==> src/rtl/cache_ctrl_pkg.sv <==
// rtl/cache_ctrl_pkg.sv - shared state type, widths and helpers for the cache port arbiter
// Contents: state_t (controller states), default ADDR_W/DATA_W, STAT_W,
//           sat_inc (saturating increment for the statistics counters).
package cache_ctrl_pkg;

    localparam int DEFAULT_ADDR_W = 32;
    localparam int DEFAULT_DATA_W = 32;
    localparam int STAT_W         = 16;

    typedef enum logic [1:0] {
        ST_IDLE,
        ST_LOOKUP,
        ST_FILL,
        ST_RESP
    } state_t;

    function automatic logic [STAT_W-1:0] sat_inc(input logic [STAT_W-1:0] v);
        return (v == {STAT_W{1'b1}}) ? v : v + STAT_W'(1);
    endfunction

endpackage

==> src/rtl/rr_arbiter.sv <==
// rtl/rr_arbiter.sv - combinational round-robin selector
// Ports: req       - request vector
//        ptr       - index of the highest-priority requester this round
//        grant     - one-hot winner (all zero when no request)
//        grant_idx - binary index of the winner (0 when no request)
module rr_arbiter #(
    parameter int N     = 2,
    parameter int IDX_W = 1
) (
    input  logic [N-1:0]     req,
    input  logic [IDX_W-1:0] ptr,
    output logic [N-1:0]     grant,
    output logic [IDX_W-1:0] grant_idx
);

    // Walk the requesters starting at ptr, wrapping once; the first set bit wins.
    always_comb begin
        int               cand;
        logic [IDX_W-1:0] cand_idx;
        logic             found;
        grant     = '0;
        grant_idx = '0;
        found     = 1'b0;
        cand      = 0;
        cand_idx  = '0;
        for (int k = 0; k < N; k++) begin
            cand = int'(ptr) + k;
            if (cand >= N) begin
                cand = cand - N;
            end
            cand_idx = cand[IDX_W-1:0];
            if (!found && req[cand_idx]) begin
                found           = 1'b1;
                grant[cand_idx] = 1'b1;
                grant_idx       = cand_idx;
            end
        end
    end

endmodule

==> src/rtl/cache_port_arbiter.sv <==
// rtl/cache_port_arbiter.sv - round-robin arbiter sharing one cache port among NUM_REQ requesters
// Ports: clk, reset_n (async, active-low)
//        req_valid/req_ready/req_addr/req_write/req_wdata - requester side, packed per requester
//        resp_valid/resp_hit/resp_rdata                   - one-hot completion strobe and result
//        cache_en/cache_address/cache_is_write/cache_write_data - cache request, cache_en for one cycle
//        cache_hit/cache_read_data                        - combinational cache lookup result
//        stat_hits/stat_misses                            - saturating access counters
module cache_port_arbiter
    import cache_ctrl_pkg::*;
#(
    parameter int NUM_REQ = 2,
    parameter int ADDR_W  = DEFAULT_ADDR_W,
    parameter int DATA_W  = DEFAULT_DATA_W
) (
    input  logic                      clk,
    input  logic                      reset_n,
    input  logic [NUM_REQ-1:0]        req_valid,
    output logic [NUM_REQ-1:0]        req_ready,
    input  logic [NUM_REQ*ADDR_W-1:0] req_addr,
    input  logic [NUM_REQ-1:0]        req_write,
    input  logic [NUM_REQ*DATA_W-1:0] req_wdata,
    output logic [NUM_REQ-1:0]        resp_valid,
    output logic                      resp_hit,
    output logic [DATA_W-1:0]         resp_rdata,
    output logic                      cache_en,
    output logic [ADDR_W-1:0]         cache_address,
    output logic                      cache_is_write,
    output logic [DATA_W-1:0]         cache_write_data,
    input  logic                      cache_hit,
    input  logic [DATA_W-1:0]         cache_read_data,
    output logic [STAT_W-1:0]         stat_hits,
    output logic [STAT_W-1:0]         stat_misses
);

    localparam int IDX_W = $clog2(NUM_REQ);

    state_t             state;
    state_t             state_next;
    logic [IDX_W-1:0]   rr_ptr;
    logic [IDX_W-1:0]   owner;
    logic [IDX_W-1:0]   win_idx;
    logic [NUM_REQ-1:0] win_grant;
    logic               accept;

    logic [ADDR_W-1:0]  addr_q;
    logic               write_q;
    logic [DATA_W-1:0]  wdata_q;
    logic               hit_q;
    logic [DATA_W-1:0]  data_q;
    logic [STAT_W-1:0]  hits_q;
    logic [STAT_W-1:0]  misses_q;

    rr_arbiter #(
        .N     (NUM_REQ),
        .IDX_W (IDX_W)
    ) u_rr (
        .req       (req_valid),
        .ptr       (rr_ptr),
        .grant     (win_grant),
        .grant_idx (win_idx)
    );

    // Gated by reset_n so no requester sees a ready strobe while reset is held.
    assign accept = reset_n && (state == ST_IDLE) && (req_valid != '0);

    always_ff @(posedge clk or negedge reset_n) begin
        if (!reset_n) begin
            state <= ST_IDLE;
        end else begin
            state <= state_next;
        end
    end

    always_comb begin
        state_next = state;
        req_ready  = '0;
        resp_valid = '0;
        cache_en   = 1'b0;
        case (state)
            ST_IDLE: begin
                if (accept) begin
                    req_ready  = win_grant;
                    state_next = ST_LOOKUP;
                end
            end
            ST_LOOKUP: begin
                cache_en   = 1'b1;
                state_next = (cache_hit || write_q) ? ST_RESP : ST_FILL;
            end
            ST_FILL: begin
                state_next = ST_RESP;
            end
            ST_RESP: begin
                resp_valid[owner] = 1'b1;
                state_next        = ST_IDLE;
            end
            default: begin
                state_next = ST_IDLE;
            end
        endcase
    end

    always_ff @(posedge clk or negedge reset_n) begin
        if (!reset_n) begin
            rr_ptr   <= '0;
            owner    <= '0;
            addr_q   <= '0;
            write_q  <= 1'b0;
            wdata_q  <= '0;
            hit_q    <= 1'b0;
            data_q   <= '0;
            hits_q   <= '0;
            misses_q <= '0;
        end else begin
            case (state)
                ST_IDLE: begin
                    if (accept) begin
                        owner   <= win_idx;
                        addr_q  <= req_addr[int'(win_idx)*ADDR_W +: ADDR_W];
                        write_q <= req_write[win_idx];
                        wdata_q <= req_wdata[int'(win_idx)*DATA_W +: DATA_W];
                    end
                end
                ST_LOOKUP: begin
                    hit_q  <= cache_hit;
                    // Writes return zero data regardless of what the cache presents.
                    data_q <= write_q ? '0 : cache_read_data;
                    if (cache_hit) begin
                        hits_q <= sat_inc(hits_q);
                    end else begin
                        misses_q <= sat_inc(misses_q);
                    end
                end
                ST_FILL: begin
                    // The cache has completed its fill by now; take the refilled data.
                    data_q <= cache_read_data;
                end
                ST_RESP: begin
                    rr_ptr <= (int'(owner) == NUM_REQ - 1) ? '0 : owner + IDX_W'(1);
                end
                default: begin
                end
            endcase
        end
    end

    // The cache request registers only change on acceptance, so they hold
    // their values outside LOOKUP.
    assign cache_address    = addr_q;
    assign cache_is_write   = write_q;
    assign cache_write_data = wdata_q;

    assign resp_hit    = (state == ST_RESP) && hit_q;
    assign resp_rdata  = (state == ST_RESP) ? data_q : '0;
    assign stat_hits   = hits_q;
    assign stat_misses = misses_q;

endmodule

==> config.mk <==
export PLATFORM = sky130hd
export DESIGN_NAME = cache_port_arbiter
export DESIGN_NICKNAME = d
export VERILOG_FILES = /design/src/rtl/cache_ctrl_pkg.sv /design/src/rtl/rr_arbiter.sv /design/src/rtl/cache_port_arbiter.sv
export SDC_FILE = /design/constraint.sdc
export NUM_CORES = 1
export LEC_CHECK = 0
export CAP_MARGIN = 40
export CORE_ASPECT_RATIO = 0.75
export CORE_MARGIN = 5
export CORE_UTILIZATION = 45
export CTS_BUF_LIST = sky130_fd_sc_hd__clkbuf_16
export CTS_CLUSTER_DIAMETER = 60
export DETAILED_ROUTE_END_ITERATION = 6
export PLACE_DENSITY = 0.95
export SYNTH_ARGS = -nofsm -noshare
export SYNTH_HDL_FRONTEND = slang
export SYNTH_SLANG_ARGS = --single-unit
==> constraint.sdc <==
create_clock -name clk -period 5.08 [get_ports clk]
set_input_delay 1.524 -clock clk [delete_from_list [all_inputs] [get_ports clk]]
set_output_delay 1.524 -clock clk [all_outputs]
set_load 0.01 [all_outputs]
---- Word level (Yosys, flattened, before mapping) ----
Index checks and enable logic that the tools add are counted.
storage, ports and cells
  register bits after elaboration ......... 134
  input port bits ......................... 167
  output and inout bits ................... 135
  word-level logic and storage cells ...... 82
cells by class
  add/subtract/negate cells ............... 6
  order comparisons ....................... 9
  eq/ne operators ......................... 6
  shifts and indexed selects .............. 2
  mux-type cells .......................... 30
  bitwise operators ....................... 4
  reduce and logical (&&, ||, !) cells .... 15
operators with widths
  kind                                                 count
  indexed part select 64 x 7 -> 32 bit                 2
  2-to-1 mux 32 bit                                    2
  one-hot mux 32 bit (2 select lines)                  1
  adder 16 x 1 -> 16 bit, second input constant        2
  == test 16 bit, second input constant                2
  2-to-1 mux 1 bit                                     17
  2-to-1 mux 2 bit                                     6
  < comparator 1 x 2 -> 1 bit, second input constant   4
  one-hot mux 2 bit (4 select lines)                   1
  logical AND 1 bit                                    7
  AND reduction 3 bit                                  2
  == test 2 bit, second input constant                 2
  nonzero test 2 bit                                   2
  demux 1 bit (select 1 bit)                           3
  >= comparator 1 bit, second input constant           3
  NOT 1 bit                                            3
  adder 1 x 1 -> 2 bit, second input constant          1
  == test 2 x 1 -> 1 bit, second input constant        1
  >= comparator 1 x 2 -> 1 bit, second input constant  1
  >= comparator 2 bit, second input constant           1
  zero test 2 bit                                      1
  != test 2 bit, second input constant                 1
  OR 2 bit                                             1
  AND reduction 2 bit                                  1
  other kinds (4)                                      5

---- Logic depth before layout (Yosys ltp) ----
Gate-level depths: netlist of run 1.
  word-level depth ........................ 11
  depth in mapped cells ................... 7
  gate-level depth less buffers ........... 6

---- Cells and area by module ----
Synthesis of run 1 repeated with hierarchy kept, for this count alone.
second synthesis, totals
  cell total of the unflattened synthesis .. 641
  area, all modules ....................... 6291.0 um^2
modules (own cells, without submodules)
  module              instances  cells each  area each (um^2)  seq. area each (um^2)
  cache_port_arbiter  1          637         6261.0            3353.2
  rr_arbiter          1          4           30.0              0.0

---- Worst setup path after synthesis of run 1 ----
No wires, ideal clock.
  path type ............................... input to output
  start point ............................. input port req_valid[0]
  end point ............................... output port req_ready[1]
  arrival ................................. 2354 ps
  data required time ...................... 3556 ps
  path slack .............................. 1202 ps
  stages on the path ...................... 5
  buffers on the path ..................... 2
  cell sequence ........................... inv_1 o21ai_1 buf_2 buf_2 nor2_1
on the way
  cells in the longest elaborated chain, start to end .. 8
  elaborated cells on any way between the ends .. 14
  those cells by class .................... mux (9); bitwise (1); reduce/logical (4)
RTL lines
  element                                               RTL line                  RTL
  start: declaration                                    cache_port_arbiter.sv:17  input logic [NUM_REQ-1:0] req_valid,
  2-to-1 mux 1 bit (not written as such) (2 in series)  rr_arbiter.sv:32          if (!found && req[cand_idx]) begin
  2-to-1 mux 1 bit                                      rr_arbiter.sv:32
  zero test 1 bit                                       rr_arbiter.sv:32
  logical AND 1 bit                                     rr_arbiter.sv:32
  2-to-1 mux 2 bit                                      rr_arbiter.sv:32
  2-to-1 mux 2 bit (*)                                  cache_port_arbiter.sv:81  if (accept) begin
  2-to-1 mux 2 bit (*)                                  cache_port_arbiter.sv:79  case (state)
  end: declaration                                      cache_port_arbiter.sv:18  output logic [NUM_REQ-1:0] req_ready,
Mark *: on every way between the ends. The rest lies on a longest branch, timed or not. The select of a mux whose other input is x is not followed.

---- Final worst setup path of run 1 ----
  start point ............................. input port req_valid[0]
  end point ............................... output port req_ready[0]
The elaborated chain is that of the path after synthesis.

==> run_results.csv, run 1 <==
group,metric,value,unit
yosys,synth_seq_cells,134,
yosys,synth_edf_count,0,
yosys,yosysMostFrequentCell,"dfrtp_1",
clock_tree,clk-insertion-delay-late,0.41,ns
finish,layout.nets,1099,
finish,stdcell_count,1113,
placement,place_congestion,0.843,
finish,fin_util,74.3,%
grt,antenna_found_initial,0,
route,wl_met2,10.0,mm
timing,final-hold-violation-count,0,
yosys,synth_cells,628,
route,routed_wl,19.6,mm
clock_tree,clockBufferDepth,2,
clock_tree,clk_pin_slew_worst_paths,0.05,ns
clock_tree,ctsRootBufferMaster,"clkbuf_16",
timing,setup_viol,0,
grt,grt.overflow.total,0,
timing,slew_headroom,52.8,%
yosys,synthTopCellsByCount,"dfrtp_1, nand2_1, o21ai_0",
floorplanning,die_area,16500,um2
finish,seqCellArea,3350,um2
setup_path,path_class,"primary input to primary output",
timing,whs,0.476,ns
finish,fillers,930,
power,p_leak,0.00471,uW
floorplanning,start_util,46.0,%
route,first_iter_violations,347,
route,drt_first_pass_iters,4,
route,antenna_left,0,
run,maxCapViolCount,0,
floorplanning,coreArea,13700,um2
finish,area_growth,61.8,%
setup_path,slowest_delay,0.60,ns
route,top_layer,"met4",
timing,tns,0,ns
clock_tree,cts-buffers-inserted,17,
setup_path,path_cells,"clkdlybuf4s50_1 -> inv_1 -> a211oi_1 -> clkdlybuf4s50_1",
yosys,ys_types,44,
setup_path,end_kind,"primary output",
yosys,synth_top_flop_cell,"dfrtp_1",
finish,antenna_cells,0,
finish,multi_input_area,2700,um2
timing,rsz0062_at_grt,"no",
grt,grt_pass1_wl,31.3,mm
setup_path,cp-start-kind,"primary input",
clock_tree,clock_sinks,134,
yosys,synth_top_area_share,53.1,%
floorplanning,rows,37,
timing,clock_skew,0.0136,ns
route,via_per_inst,5.03,
clock_tree,cts_setup_buffers,0,
timing,period_needed,4.51,ns
power,vdd_drop_max,328,uV
setup_path,cp_common_cell,"clkdlybuf4s50_1",
yosys,yosysWarnings,0,
clock_tree,cts_resized,0,
clock_tree,cts.hold.buffers_added,0,
timing,timing.final.crit_share,88.8,%
route,drc,0,
timing,clock.fmax,0.222,GHz
outcome,status,"complete, no violations",
setup_path,worstPathArrival,2.98,ns
yosys,netlist_top_cells_area,"dfrtp_1, mux2i_1, o21ai_0",
grt,first_global_vias,5981,
route,wl_met1,7.23,mm
setup_path,slowest_stage,"clkdlybuf4s50_1",
yosys,avgSynthCellArea,10.1,um2
grt,grt_max_degree,132,
placement,portBuffers,301,
route,num_vias,5593,
setup_path,critPathRequiredTime,3.56,ns
timing,drv_slew,0,
floorplanning,die_y,113,um
yosys,seq_area_frac_synth,53.1,%
setup_path,critPathMaxFanout,2,
yosys,syn-cell-area,6320,um2
placement,placedCellCount,1081,
hold_path,hp-class,"flop to flop",
yosys,synth_fp_nets,802,
power,power_density,516,nW/um2
timing,worst_pin_slew,0.703,ns
route,wl_met3,1.90,mm
clock_tree,cts_tree,"done",
grt,grt_usage,23.8,%
yosys,async_flop_share,100,%
placement,hpwl,14.9,mm
clock_tree,htree_levels,4,
finish,drive_gt1_share,5.97,%
floorplanning,ioPinCount,302,
route,wire_per_inst,17.6,um
yosys,synth_area_leader_cell,"dfrtp_1",
floorplanning,die_w,147,um
worst max-delay path, delay by kind of cell:
kind | cells | cell delay, ns
buffers and inverters | 3 | 1.18
AO/OA/AOI/OAI | 1 | 0.27
through the flow:
stage / power (uW) / instance area, um2 / worst slack [ns]
floorplan: 2710 / 6320 / 1.20
global placement: 3830 / 9480 / 0.726
detailed placement: 4000 / 9600 / 0.606
CTS: 5340 / 10200 / 0.606
global route: 5630 / 10200 / 0.538
finish: 5270 / 10200 / 0.571
path summary, 6_finish.rpt:
check,from,endpoint,slack [ns],depth (start not counted)
setup / recovery,req_valid[0],req_ready[0],0.57,4
hold / removal,cache_address[26]$_DFFE_PN0P_,cache_address[26]$_DFFE_PN0P_,0.48,2
hold reg to reg,cache_address[26]$_DFFE_PN0P_,cache_address[26]$_DFFE_PN0P_,0.48,2
min in group asynchronous,reset_n,hit_q$_DFFE_PN0P_,1.14,2
max in group asynchronous,reset_n,cache_write_data[6]$_DFFE_PN0P_,2.88,5
setup reg to reg,stat_hits[0]$_DFFE_PN0P_,stat_hits[1]$_DFFE_PN0P_,2.83,5
sequential cells by signal (all words and copies together), names as in the netlist, 2 cells and up:
| name | flops |
|---|---|
| cache_write_data | 32 |
| data_q | 32 |
| stat_hits | 16 |
| cache_address | 32 |
| state | 2 |
| stat_misses | 16 |
cells by family (layout without fill, tap and decap cells):
family / after synthesis / in the layout / synth area share (%)
AO/OA/AOI/OAI: 108 / 108 / 8.71
XOR/XNOR: 28 / 28 / 3.88
adder cells (fa/ha/maj): 7 / 7 / 1.39
buffers and inverters: 71 / 381 / 4.47
flip-flops: 134 / 134 / 53.1
multiplexers: 69 / 69 / 11.1
AND/OR/NAND/NOR: 211 / 211 / 17.4
power breakdown:
group	switching, uW	leakage [uW]	total [uW]	internal (uW)
registers	266	0.00170	1750	1490
clock network	475	0.000303	1300	825
logic	1080	0.00271	2220	1140
total	1820	0.00471	5270	3450
final cells by class:
type	instances	share of cell area (%)
Inverter	38	1.40
Clock buffer	17	4.16
Multi-Input combinational cell	423	26.4
Tap cell	175	2.14
Timing Repair Buffer	311	31.1
Sequential cell	134	32.8
Clock inverter	15	1.97
cells in the final DEF, fill, tap and decap left out, types with 7 or more instances in the layout:
master           instances
nor2_1                   7
inv_1                   38
clkdlybuf4s50_1        300
clkbuf_16               17
ha_1                     7
nor3_1                  14
nand4_1                  9
dfrtp_1                134
nand3_1                  7
nand2_1                110
and2_1                  34
xor2_1                  25
mux2i_1                 65
o21ai_0                102
layer usage:
metal / GRT usage, % / vias up
met1: 26.4 / 2635
met5: 0 / -
met3: 10.1 / 32
met2: 41.7 / 212
met4: 7.64 / 0
li1: - / 2714
(Power assumes the default switching activity.)
==> inputs of run 2 (changes only) <==
CORE_UTILIZATION = 40   (was 45)
PLACE_DENSITY = 0.87   (was 0.95)
clock period = 5.2 ns   (was 5.08 ns; I/O delays follow)
==> run 2 against run 1 <==
Combinational power down 4%. Critical path depth unchanged. Die area up 11%. Register-to-register slack worse by 0.02 ns. Clock skew down 0.0074 ns. Hold slack worse by 0.0013 ns. Utilization down 7.8 points. Count of clock-buffer cells in the layout unchanged. Power down 1.9%. Largest cell class unchanged.
==> run_results.csv, run 2 (synthesized netlist as in run 1, its figures left out) <==
group,metric,value,unit
outcome,status,"complete, no violations",
setup_path,slowest_stage,"clkdlybuf4s50_1",
floorplanning,die_y,119,um
power,clockPowerShare,25.8,%
route,drt_first_pass_iters,4,
route,via_per_inst,4.88,
timing,final-hold-violation-count,0,
floorplanning,die_area,18400,um2
clock_tree,ctsRootBufferMaster,"clkbuf_16",
floorplanning,rows,39,
grt,antenna_found_initial,0,
hold_path,whs_path_depth,2,
route,antenna_left,0,
setup_path,worstPathArrival,3.01,ns
grt,first_global_vias,5767,
power,p_sw_share,34.3,%
floorplanning,start_util,41.1,%
power,power_density,505,nW/um2
route,wl_met3,2.00,mm
grt,grt.overflow.total,0,
timing,clock_skew,0.00624,ns
floorplanning,coreArea,15400,um2
timing,tns,0,ns
finish,layout.nets,1096,
finish,area_growth,61.9,%
power,pwr-share-comb,41.2,%
setup_path,path_delay_family,"buffers and inverters",
power,vdd_drop_max,281,uV
setup_path,cp_num_cells,4,
setup_path,critPathBufInv,2,
setup_path,critPathMaxFanout,4,
route,top_layer,"met4",
timing,rsz0062_at_grt,"no",
timing,drv_slew,0,
setup_path,rr_worst_depth,6,
placement,dpl-instance-area,9580,um2
run,maxCapViolCount,0,
clock_tree,cts_resized,0,
finish,antenna_cells,0,
timing,setup_viol,0,
route,drc,0,
route,wire_per_inst,16.9,um
power,power.switching,1770,uW
finish,layout_commonest_cell,"clkdlybuf4s50_1",
route,routed_wl,19.3,mm
setup_path,end_kind,"primary output",
clock_tree,clock_sinks,134,
clock_tree,cts.hold.buffers_added,0,
timing,worst_pin_slew,0.739,ns
setup_path,slowest_delay,0.61,ns
clock_tree,cts_setup_buffers,0,
clock_tree,htree_levels,4,
setup_path,path_cells,"clkdlybuf4s50_1 -> o21ai_4 -> nor2_1 -> clkdlybuf4s50_1",
grt,grt_pass1_wl,30.1,mm
power,internal_power,3400,uW
power,p_seq_share,33.0,%
timing,period_needed,4.57,ns
timing,slew_headroom,50.4,%
route,num_vias,5565,
timing,finalWorstSetupSlack,0.633,ns
clock_tree,clk-insertion-delay-late,0.41,ns
setup_path,cp-start-kind,"primary input",
timing,timing.final.crit_share,87.8,%
finish,drive_gt1_share,5.78,%
route,wl_met1,7.36,mm
grt,grt_max_degree,136,
grt,grt_usage,20.6,%
placement,portBuffers,301,
route,wl_met2,9.43,mm
placement,pre_cts_ws,0.606,ns
clock_tree,cts_tree,"done",
setup_path,path_class,"primary input to primary output",
clock_tree,cts-buffers-inserted,17,
timing,clock.fmax,0.219,GHz
floorplanning,die_w,155,um
finish,postLayoutCellArea,10200,um2
placement,place_congestion,0.850,
setup_path,cp_common_cell,"clkdlybuf4s50_1",
placement,hpwl,13.9,mm
setup_path,critPathRequiredTime,3.64,ns
power,p_leak,0.00469,uW
clock_tree,clk_pin_slew_worst_paths,0.06,ns
clock_tree,clockBufferDepth,2,
floorplanning,ioPinCount,302,
timing,whs,0.475,ns
finish,final_cell_mix,"clkdlybuf4s50_1, dfrtp_1, nand2_1, o21ai_0, mux2i_1",
hold_path,hp-class,"flop to flop",
route,first_iter_violations,245,
run 2: changes by cell type in the layout (fill, tap and decap cells not counted), sizes merged:
cell and delta:
clkinv -3, bufinv +1, clkinvlp +2, buf -3
run 2: metrics by stage:
stage,cells,util (%),total power (uW)
2_1_floorplan,628,-,2650
3_3_place_gp,1105,61.9,3760
3_5_place_dp,1108,62.3,3870
4_1_cts,1140,66.6,5240
5_1_grt,1140,66.6,5530
6_report,1140,66.6,5170
run 2: area by class of cell:
type | count | area (um2)
inverters | 38 | 143
repair buffers | 308 | 3130
fillers | 1185 | 5140
clock inverters | 15 | 229
clock buffers | 17 | 425
well taps | 205 | 256
flip-flops and latches | 134 | 3350
multi-input cells | 423 | 2700
run 2: layer usage:
layer	global-route usage, %	vias to the layer above
met5	0	-
met4	6.78	0
met3	9.06	38
met2	34.3	219
met1	23.9	2612
li1	-	2696
run 2: final timing paths:
check,startpoint,endpoint,slack (ns)
setup / recovery,req_valid[1],req_ready[1],0.63
hold / removal,cache_address[23]$_DFFE_PN0P_,cache_address[23]$_DFFE_PN0P_,0.47
setup reg to reg,state[0]$_DFFE_PN0P_,data_q[2]$_DFFE_PN0P_,2.81
hold reg to reg,cache_address[23]$_DFFE_PN0P_,cache_address[23]$_DFFE_PN0P_,0.47
max in group asynchronous,reset_n,cache_address[27]$_DFFE_PN0P_,3.40
min in group asynchronous,reset_n,stat_misses[1]$_DFFE_PN0P_,1.28
run 2: power by group through the flow:
stage / Sequential, uW / Combinational [uW] / Clock [uW]
after global placement: 1690 / 2070 / 0
after CTS: 1710 / 2170 / 1360
after global routing: 1760 / 2350 / 1420
after detailed placement: 1710 / 2160 / 0
after floorplan: 1800 / 849 / 0
final: 1710 / 2130 / 1330
run 2: worst min-delay path: cells and delay by family, from the launching register on:
kind	cells	cell delay, ns
flip-flops	1	0.34
AO/OA/AOI/OAI	1	0.06
AND/OR/NAND/NOR	1	0.04
